--- config.mk ---
export PLATFORM = sky130hd
export DESIGN_NAME = ctrl_pipeline_flat
export DESIGN_NICKNAME = d
export VERILOG_FILES = /design/src/rtl/ctrl_pipeline_pkg.sv /design/src/rtl/ctrl_pipeline_if.sv /design/src/rtl/ctrl_pipeline_hazard_detect.sv /design/src/rtl/ctrl_pipeline.sv /design/src/flat_wrapper.sv
export SDC_FILE = /design/constraint.sdc
export NUM_CORES = 1
export LEC_CHECK = 0
export ABC_AREA = 1
export ABC_CLOCK_PERIOD_IN_PS = 3300
export CORE_MARGIN = 4
export CORE_UTILIZATION = 25
export DETAILED_ROUTE_END_ITERATION = 12
export PLACE_DENSITY_LB_ADDON = 0.12
export SYNTH_ARGS = -nofsm -noshare
export SYNTH_HDL_FRONTEND = slang
export SYNTH_SLANG_ARGS = --single-unit
--- constraint.sdc ---
create_clock -name i_clk -period 3.3 [get_ports i_clk]
set_input_delay 0.495 -clock i_clk [delete_from_list [all_inputs] [get_ports i_clk]]
set_output_delay 0.495 -clock i_clk [all_outputs]
set_load 0.01 [all_outputs]
--- src/rtl/ctrl_pipeline_pkg.sv ---
// Shared control-bundle types for the ID->EX->MEM->WB control pipeline.
// Latency: n/a (types only).
// Backpressure: n/a (types only).
package ctrl_pipeline_pkg;

    localparam int CP_REG_ADDR_W = 5;

    // ALU operation selected by the decoder, consumed in EX
    typedef enum logic [3:0] {
        ALU_ADD = 4'd0,
        ALU_SUB = 4'd1,
        ALU_AND = 4'd2,
        ALU_OR  = 4'd3,
        ALU_XOR = 4'd4,
        ALU_SLT = 4'd5,
        ALU_SLL = 4'd6,
        ALU_SRL = 4'd7,
        ALU_SRA = 4'd8
    } alu_op_e;

    // p2: fields used inside ID only (immediate select, jump decode); never stored
    typedef struct packed {
        logic       is_jump;
        logic       is_jalr;
        logic [2:0] imm_sel;
    } p2_id_t;

    // p3: fields peeled off in EX
    typedef struct packed {
        alu_op_e alu_ctrl;
        logic    alu_src;
    } p3_ex_t;

    // p4: fields peeled off in MEM
    typedef struct packed {
        logic is_branch;
        logic mem_rd_en;
        logic mem_wr_en;
        logic is_mem_to_reg;
    } p4_mem_t;

    // p5: fields peeled off in WB
    typedef struct packed {
        logic reg_wr_en;
    } p5_wb_t;

    // Full decoder bundle for one instruction
    typedef struct packed {
        p2_id_t  p2;
        p3_ex_t  p3;
        p4_mem_t p4;
        p5_wb_t  p5;
    } cpu_ctrl_t;

    // Per-stage identity tag travelling alongside the control fields
    typedef struct packed {
        logic                     valid;
        logic [CP_REG_ADDR_W-1:0] rd;
    } stage_tag_t;

endpackage

--- src/rtl/ctrl_pipeline_if.sv ---
// Decoder-side inputs and per-stage control outputs of the control pipeline.
// Latency: n/a (wiring bundle).
// Backpressure: i_hold freezes the pipe; o_stall_id / o_flush_id steer IF/ID.
interface ctrl_pipeline_if #(
    parameter int REG_ADDR_W = 5
);
    import ctrl_pipeline_pkg::*;

    cpu_ctrl_t               i_ctrl;
    logic                    i_id_valid;
    logic [REG_ADDR_W-1:0]   i_id_rd;
    logic [REG_ADDR_W-1:0]   i_id_rs1;
    logic [REG_ADDR_W-1:0]   i_id_rs2;
    logic                    i_hold;
    logic                    i_redirect;

    logic                    o_stall_id;
    logic                    o_flush_id;
    p3_ex_t                  o_ex_ctrl;
    logic                    o_ex_valid;
    logic [REG_ADDR_W-1:0]   o_ex_rd;
    p4_mem_t                 o_mem_ctrl;
    logic                    o_mem_valid;
    logic [REG_ADDR_W-1:0]   o_mem_rd;
    p5_wb_t                  o_wb_ctrl;
    logic                    o_wb_valid;
    logic [REG_ADDR_W-1:0]   o_wb_rd;

    // Decoder / front-end side
    modport master (
        output i_ctrl, i_id_valid, i_id_rd, i_id_rs1, i_id_rs2, i_hold, i_redirect,
        input  o_stall_id, o_flush_id,
        input  o_ex_ctrl, o_ex_valid, o_ex_rd,
        input  o_mem_ctrl, o_mem_valid, o_mem_rd,
        input  o_wb_ctrl, o_wb_valid, o_wb_rd
    );

    // Control pipeline side
    modport slave (
        input  i_ctrl, i_id_valid, i_id_rd, i_id_rs1, i_id_rs2, i_hold, i_redirect,
        output o_stall_id, o_flush_id,
        output o_ex_ctrl, o_ex_valid, o_ex_rd,
        output o_mem_ctrl, o_mem_valid, o_mem_rd,
        output o_wb_ctrl, o_wb_valid, o_wb_rd
    );

endinterface

--- src/rtl/ctrl_pipeline_hazard_detect.sv ---
// Load-use compare between the instruction in EX and the sources of the ID instruction.
// Latency: combinational.
// Backpressure: none; the caller decides whether a hit becomes a stall.
module ctrl_pipeline_hazard_detect #(
    parameter int REG_ADDR_W = 5
) (
    input  logic                  i_ex_valid,
    input  logic                  i_ex_mem_rd_en,
    input  logic [REG_ADDR_W-1:0] i_ex_rd,
    input  logic                  i_id_valid,
    input  logic [REG_ADDR_W-1:0] i_id_rs1,
    input  logic [REG_ADDR_W-1:0] i_id_rs2,
    output logic                  o_hit
);

    logic w_rs_match;

    // A load in EX whose result is read by ID; x0 is hard-wired and never forwards a hazard
    always_comb begin
        w_rs_match = (i_ex_rd == i_id_rs1) || (i_ex_rd == i_id_rs2);
        o_hit      = i_ex_valid && i_ex_mem_rd_en && (i_ex_rd != '0) && w_rs_match && i_id_valid;
    end

endmodule

--- src/rtl/ctrl_pipeline.sv ---
// Carries decoder control ID->EX->MEM->WB, peeling field groups per stage; load-use stall and redirect flush.
// Latency: ID fields appear on o_ex_* after 1 clk, o_mem_* after 2, o_wb_* after 3.
// Backpressure: i_hold freezes every stage; load-use stalls IF/ID for 1 clk; redirect flushes IF/ID.
module ctrl_pipeline
    import ctrl_pipeline_pkg::*;
#(
    parameter int REG_ADDR_W = 5,
    parameter bit HAZARD_EN  = 1'b1
) (
    input  logic           i_clk,
    input  logic           i_rst_n,
    ctrl_pipeline_if.slave bus
);

    // ID/EX stage register
    p3_ex_t                r_ex_p3;
    p4_mem_t               r_ex_p4;
    p5_wb_t                r_ex_p5;
    logic [REG_ADDR_W-1:0] r_ex_rd;
    logic                  r_ex_valid;

    // EX/MEM stage register
    p4_mem_t               r_mem_p4;
    p5_wb_t                r_mem_p5;
    logic [REG_ADDR_W-1:0] r_mem_rd;
    logic                  r_mem_valid;

    // MEM/WB stage register
    p5_wb_t                r_wb_p5;
    logic [REG_ADDR_W-1:0] r_wb_rd;
    logic                  r_wb_valid;

    logic w_hit;
    logic w_stall;
    logic w_flush;
    logic w_idex_load;
    logic w_unused_p2;

    // p2 is consumed by the decoder's own ID logic and is deliberately not carried
    assign w_unused_p2 = ^bus.i_ctrl.p2;

    ctrl_pipeline_hazard_detect #(
        .REG_ADDR_W (REG_ADDR_W)
    ) u_hazard (
        .i_ex_valid     (r_ex_valid),
        .i_ex_mem_rd_en (r_ex_p4.mem_rd_en),
        .i_ex_rd        (r_ex_rd),
        .i_id_valid     (bus.i_id_valid),
        .i_id_rs1       (bus.i_id_rs1),
        .i_id_rs2       (bus.i_id_rs2),
        .o_hit          (w_hit)
    );

    // Priority: reset > hold > redirect > load-use > normal advance
    always_comb begin
        w_flush = 1'b0;
        w_stall = 1'b0;
        if (i_rst_n && !bus.i_hold) begin
            if (bus.i_redirect) begin
                w_flush = 1'b1;
            end else if (HAZARD_EN && w_hit) begin
                w_stall = 1'b1;
            end
        end
        // Only a real, unflushed, unstalled ID instruction enters EX; everything else is a bubble
        w_idex_load = bus.i_id_valid && !bus.i_redirect && !w_stall;
    end

    // ID/EX: load the ID instruction or a bubble; frozen while held
    always_ff @(posedge i_clk or negedge i_rst_n) begin
        if (!i_rst_n) begin
            r_ex_p3    <= '0;
            r_ex_p4    <= '0;
            r_ex_p5    <= '0;
            r_ex_rd    <= '0;
            r_ex_valid <= 1'b0;
        end else if (!bus.i_hold) begin
            if (w_idex_load) begin
                r_ex_p3    <= bus.i_ctrl.p3;
                r_ex_p4    <= bus.i_ctrl.p4;
                r_ex_p5    <= bus.i_ctrl.p5;
                r_ex_rd    <= bus.i_id_rd;
                r_ex_valid <= 1'b1;
            end else begin
                r_ex_p3    <= '0;
                r_ex_p4    <= '0;
                r_ex_p5    <= '0;
                r_ex_rd    <= '0;
                r_ex_valid <= 1'b0;
            end
        end
    end

    // EX/MEM: always advances from EX (the resolving branch keeps moving on redirect)
    always_ff @(posedge i_clk or negedge i_rst_n) begin
        if (!i_rst_n) begin
            r_mem_p4    <= '0;
            r_mem_p5    <= '0;
            r_mem_rd    <= '0;
            r_mem_valid <= 1'b0;
        end else if (!bus.i_hold) begin
            r_mem_p4    <= r_ex_p4;
            r_mem_p5    <= r_ex_p5;
            r_mem_rd    <= r_ex_rd;
            r_mem_valid <= r_ex_valid;
        end
    end

    // MEM/WB: always advances from MEM
    always_ff @(posedge i_clk or negedge i_rst_n) begin
        if (!i_rst_n) begin
            r_wb_p5    <= '0;
            r_wb_rd    <= '0;
            r_wb_valid <= 1'b0;
        end else if (!bus.i_hold) begin
            r_wb_p5    <= r_mem_p5;
            r_wb_rd    <= r_mem_rd;
            r_wb_valid <= r_mem_valid;
        end
    end

    assign bus.o_stall_id  = w_stall;
    assign bus.o_flush_id  = w_flush;
    assign bus.o_ex_ctrl   = r_ex_p3;
    assign bus.o_ex_valid  = r_ex_valid;
    assign bus.o_ex_rd     = r_ex_rd;
    assign bus.o_mem_ctrl  = r_mem_p4;
    assign bus.o_mem_valid = r_mem_valid;
    assign bus.o_mem_rd    = r_mem_rd;
    assign bus.o_wb_ctrl   = r_wb_p5;
    assign bus.o_wb_valid  = r_wb_valid;
    assign bus.o_wb_rd     = r_wb_rd;

endmodule
--- src/flat_wrapper.sv ---
// flat-port wrapper written by rule: the top's interface ports become plain ports
module ctrl_pipeline_flat import ctrl_pipeline_pkg::*;
#(
    parameter int REG_ADDR_W = 5,
    parameter bit HAZARD_EN  = 1'b1
)
  (i_clk, i_rst_n, bus_i_ctrl, bus_i_id_valid, bus_i_id_rd, bus_i_id_rs1, bus_i_id_rs2, bus_i_hold, bus_i_redirect, bus_o_stall_id, bus_o_flush_id, bus_o_ex_ctrl, bus_o_ex_valid, bus_o_ex_rd, bus_o_mem_ctrl, bus_o_mem_valid, bus_o_mem_rd, bus_o_wb_ctrl, bus_o_wb_valid, bus_o_wb_rd);
  ctrl_pipeline_if #(.REG_ADDR_W(REG_ADDR_W)) bus_i ();
  input  logic i_clk;
  input  logic i_rst_n;
  input wire logic [$bits(bus_i.i_ctrl)-1:0] bus_i_ctrl;
  input wire logic [$bits(bus_i.i_id_valid)-1:0] bus_i_id_valid;
  input wire logic [$bits(bus_i.i_id_rd)-1:0] bus_i_id_rd;
  input wire logic [$bits(bus_i.i_id_rs1)-1:0] bus_i_id_rs1;
  input wire logic [$bits(bus_i.i_id_rs2)-1:0] bus_i_id_rs2;
  input wire logic [$bits(bus_i.i_hold)-1:0] bus_i_hold;
  input wire logic [$bits(bus_i.i_redirect)-1:0] bus_i_redirect;
  output wire logic [$bits(bus_i.o_stall_id)-1:0] bus_o_stall_id;
  output wire logic [$bits(bus_i.o_flush_id)-1:0] bus_o_flush_id;
  output wire logic [$bits(bus_i.o_ex_ctrl)-1:0] bus_o_ex_ctrl;
  output wire logic [$bits(bus_i.o_ex_valid)-1:0] bus_o_ex_valid;
  output wire logic [$bits(bus_i.o_ex_rd)-1:0] bus_o_ex_rd;
  output wire logic [$bits(bus_i.o_mem_ctrl)-1:0] bus_o_mem_ctrl;
  output wire logic [$bits(bus_i.o_mem_valid)-1:0] bus_o_mem_valid;
  output wire logic [$bits(bus_i.o_mem_rd)-1:0] bus_o_mem_rd;
  output wire logic [$bits(bus_i.o_wb_ctrl)-1:0] bus_o_wb_ctrl;
  output wire logic [$bits(bus_i.o_wb_valid)-1:0] bus_o_wb_valid;
  output wire logic [$bits(bus_i.o_wb_rd)-1:0] bus_o_wb_rd;
  assign bus_i.i_ctrl = bus_i_ctrl;
  assign bus_i.i_id_valid = bus_i_id_valid;
  assign bus_i.i_id_rd = bus_i_id_rd;
  assign bus_i.i_id_rs1 = bus_i_id_rs1;
  assign bus_i.i_id_rs2 = bus_i_id_rs2;
  assign bus_i.i_hold = bus_i_hold;
  assign bus_i.i_redirect = bus_i_redirect;
  assign bus_o_stall_id = bus_i.o_stall_id;
  assign bus_o_flush_id = bus_i.o_flush_id;
  assign bus_o_ex_ctrl = bus_i.o_ex_ctrl;
  assign bus_o_ex_valid = bus_i.o_ex_valid;
  assign bus_o_ex_rd = bus_i.o_ex_rd;
  assign bus_o_mem_ctrl = bus_i.o_mem_ctrl;
  assign bus_o_mem_valid = bus_i.o_mem_valid;
  assign bus_o_mem_rd = bus_i.o_mem_rd;
  assign bus_o_wb_ctrl = bus_i.o_wb_ctrl;
  assign bus_o_wb_valid = bus_i.o_wb_valid;
  assign bus_o_wb_rd = bus_i.o_wb_rd;
  ctrl_pipeline #(.REG_ADDR_W(REG_ADDR_W), .HAZARD_EN(HAZARD_EN)) u_core (.i_clk(i_clk), .i_rst_n(i_rst_n), .bus(bus_i));
endmodule
### After elaboration in Yosys (flattened, before gate mapping)

Cells that the tools add are included.

* memories kept: 0
* memory bits (writable): 0
* bits in read-only memories: 0
* input bits: 35
* register bits after elaboration: 34
* latch bits: 0

* reductions and logical operators: 12
* $lt $le $gt $ge: 0
* bitwise operators: 0
* $add $sub $neg: 0
* multiply operators: 0
* muxes and demuxes: 10
* shifts and indexed selects: 0
* equal/unequal tests: 2
* div/mod/pow operators: 0

Operators by type and width (count)
* == test 5 bit: 2
* 2-to-1 mux 5 bit: 2
* logical AND 1 bit: 7
* 2-to-1 mux 1 bit: 7
* nonzero test 5 bit: 1
* 2-to-1 mux 4 bit: 1
* zero test 1 bit: 3
* logical OR 1 bit: 1

### Depth between registers and ports, before layout

* word-level depth: 10
* depth in mapped cells: 10

### Cells and area by module

From an unflattened synthesis, not the netlist that was laid out.

* cells, all modules: 194
* area, all modules: 1567.8 um2

Modules (own cells, without submodules)
* ctrl_pipeline: instances 1, area an instance 1363.8 um2, cells each 149
* ctrl_pipeline_hazard_detect: instances 1, area an instance 203.9 um2, cells each 45

### Least setup slack after synthesis

OpenSTA, ideal clock, no wires.

* path type: input port to output port
* start: in bus_i_hold
* end: out bus_o_stall_id
* stages: 7
* required time: 2805 ps
* data arrival time: 1276 ps
* setup slack: 1529 ps
* cells stage by stage: buf_2 -> nor2_1 -> nand4_1 -> nor2_2 -> nand2_4 -> buf_6 -> inv_2

* word-level cells in the longest chain between the ends: 3

Ends and longest elaborated chain
* from (decl): line flat_wrapper.sv:16 `input wire logic [$bits(bus_i.i_hold)-1:0] bus_i_hold;`
* zero test 1 bit: line ctrl_pipeline.sv:58 `if (i_rst_n && !bus.i_hold) begin`
* logical AND 1 bit: line ctrl_pipeline.sv:58
* 2-to-1 mux 1 bit: line ctrl_pipeline.sv:58
* to (decl): line flat_wrapper.sv:18 `output wire logic [$bits(bus_i.o_stall_id)-1:0] bus_o_stall_id;`

No other way between the ends.

### Final worst setup path

* start: in bus_i_redirect
* end: out bus_o_stall_id

* word-level cells in the longest chain between the ends: 2

Ends and longest elaborated chain
* from (decl): line flat_wrapper.sv:17 `input wire logic [$bits(bus_i.i_redirect)-1:0] bus_i_redirect;`
* 2-to-1 mux 1 bit: line ctrl_pipeline.sv:59 `if (bus.i_redirect) begin`
* 2-to-1 mux 1 bit: line ctrl_pipeline.sv:58

No other way between the ends.

==> impl_metrics.yaml <==
status:
  status: "complete, no violations"
sta:
  tightest_slew_ps: 840.2
  min_period_ps: 2729
  slew_viol_final: 0
  finalHoldViolCount: 0
  fin_crit_sh_pct: 82.71
  tns_ps: 0
  worst_clock_skew_ps: 5.548
  setup_ws_ps: 570.5
  max_freq_ghz: 0.3664
  maxSlewHeadroom_pct: 43.81
  grt_setup_unrepaired: "false"
  setup_violations: 0
  hold_ws_ps: 276.4
layout:
  antenna_cells: 0
  layout-drive-gt1-share_pct: 11.63
  area_growth_syn_to_layout_pct: 47.21
  n_fill_cell: 645
  fin_nets: 292
  regArea_um2: 850.8
  stdcell_area_um2: 2341
  multi_input_area_um2: 629.4
  fin_util_pct: 38.63
global_route:
  grtUsageTotal_pct: 11.30
  grt_max_degree: 43
  antenna_found_initial: 0
  grt_pass1_wl_um: 6755
  grt_pass1_vias: 1434
  grt-ovfl-total: 0
drt:
  post_drt_wl_per_cell_um: 12.03
  num_vias: 1374
  drt_wl_total_um: 4007
  drc: 0
  drt_pass1_iterations: 4
  ant_nets: 0
  via_per_inst: 4.126
  drtIter0Drc: 41
logic_synthesis:
  synth_fp_nets: 231
  yosysWarnings: 0
  synth_edf_count: 0
  synthesis.area_um2: 1590
  synth_flop_cell: "dfrtp_1"
  synth_most_common_cell: "nand2_1"
  synthArstFlopShare_pct: 100.0
  yosys-top-cells-count: "nand2_1 (93), dfrtp_1 (34), inv_1 (11)"
  ys_ff_latch: 34
  synth_area_leader_cell: "dfrtp_1"
  synth_top_area_share_pct: 53.50
  synth.distinct_cells: 23
  syn_avg_cell_area_um2: 8.114
  synth.area.top_cells: "dfrtp_1 (54%), nand2_1 (22%), nand3_2 (5.7%), nand3_1 (2.8%), inv_1 (2.6%)"
  ys_seq_area_share_pct: 53.50
  syn_inst: 196
clock_network:
  htreeDepth: 2
  clkTransAtPathRegs_ps: 70
  cts_tree: "yes"
  cts_hold_buf: 0
  post_cts.repair.setup_buffers: 0
  clockRootBuffer: "clkbuf_8"
  worst_skew_pair.late_latency_ps: 280
  clock_path_buffers: 2
  clock_sinks: 34
  cts_buffers: 5
  cts_resized: 0
placed_design:
  io_buffers: 59
  place_ws_ps: 551.8
  placed_area_um2: 2250
  place.gp.congestion: 0.6562
  dp_hpwl_um: 2876
setup_path:
  cp_slowest_cell: "clkdlybuf4s50_1"
  reg2reg_to: "u_core.bus.o_ex_ctrl[3]"
  rr_worst_depth: 9
  critPathKind: "in2out"
  cp_common_cell: "clkdlybuf4s50_1"
  crit_required_ps: 2800
  worstPathCellList: "clkdlybuf4s50_1 -> nor2_1 -> nand4_1 -> nor2_2 -> nand2_4 -> inv_2 -> clkdlybuf4s50_1"
  ff2ff_setup_slack_ps: 1940
  reg2reg_from: "u_core.bus.o_ex_rd[2]"
  arrival_ps: 2230
  crit_fanout: 17
  end_kind: "output port"
  start_kind: "primary input"
  cp_num_buf_inv: 3
  cpLargestDelayFamily: "buffers and inverters"
  critical_path.max_stage_delay_ps: 530
floorplan:
  dieArea_um2: 7701
  chipHeight_um: 87.76
  start_util_pct: 26.24
  io_pins: 65
  core_um2: 6061
  num_rows: 28
  die_x_um: 87.76
worst_hold_path:
  min_path_type: "in2async"
run:
  drv_cap: 0
power:
  ir_worst_vdd_mv: 0.1535
  pwr_density_cell_nw_per_um2: 407.1
  leakage_nw: 1.169
-- stage by stage --
stage	cells	total power, mW
5_1_grt	333	1.008
6_report	333	0.9529
3_5_place_dp	325	0.6504
3_3_place_gp	325	0.6490
4_1_cts	333	0.9690
2_1_floorplan	196	0.5384
-- layout by cell type, fill, tap and decap left out, drive strengths merged, types with 2 or more instances in the layout --
cell type,count
nor3,2
o21ai,8
buf,4
clkbuf,7
nand2,95
clkdlybuf4s50,58
inv,17
clkinv,2
nand3,18
nor2,9
dfrtp,34
xnor2,2
-- worst max path at each step --
stage	from	to	slack (ps)	depth (start not counted)
final	bus_i_redirect	bus_o_stall_id	570	7
after floorplan	bus_i_hold	bus_o_stall_id	1530	7
after CTS	bus_i_redirect	bus_o_stall_id	540	7
after global placement	bus_i_id_valid	bus_o_stall_id	550	8
after detailed placement	bus_i_redirect	bus_o_stall_id	550	7
after global routing	bus_i_id_rs1[2]	bus_o_stall_id	410	10
-- power breakdown --
part / total [mW] / internal (mW) / switching (mW)
clock network: 0.315 / 0.168 / 0.147
registers: 0.465 / 0.445 / 0.0203
logic: 0.173 / 0.0953 / 0.0773
-- cell families (layout without fill, tap and decap cells) --
| family | count (synthesis) | count (layout) | synth area share, % |
|---|---|---|---|
| AOI/OAI and AO/OA | 8 | 8 | 2.517 |
| xor gates and xnor gates | 2 | 2 | 1.102 |
| and+or+nand+nor | 126 | 126 | 35.96 |
| buffers and inverters | 26 | 88 | 6.923 |
| DFF | 34 | 34 | 53.50 |
-- per-layer routing --
metal,track usage (%),share of wire [%],vias up
li1,-,-,721
met1,14.07,46,611
met2,18.77,46,37
met3,3.575,7.0,5
met4,3.347,0.85,0
met5,0,0,-
-- flip-flops by register name, summed over array words and instances, names as in the netlist --
register and flops:
u_core.bus.o_ex_ctrl 5, u_core.bus.o_ex_rd 5, u_core.bus.o_mem_rd 5, u_core.bus.o_wb_rd 5, u_core.bus.o_mem_ctrl 4, u_core.r_ex_p4 4, u_core.bus.o_ex_valid 1, u_core.bus.o_mem_valid 1
u_core.bus.o_wb_ctrl 1, u_core.bus.o_wb_valid 1, u_core.r_ex_p5 1, u_core.r_mem_p5 1
-- layout make-up --
| class | instances | share of cell area (%) |
|---|---|---|
| clock inverter | 1 | 0.2138 |
| tap | 75 | 4.009 |
| multi-input combinational | 136 | 26.88 |
| timing repair buffer | 62 | 25.98 |
| inverter | 18 | 2.886 |
| sequential | 34 | 36.34 |
| clock buffer | 7 | 3.688 |
Power figures use the tool's default switching activity.
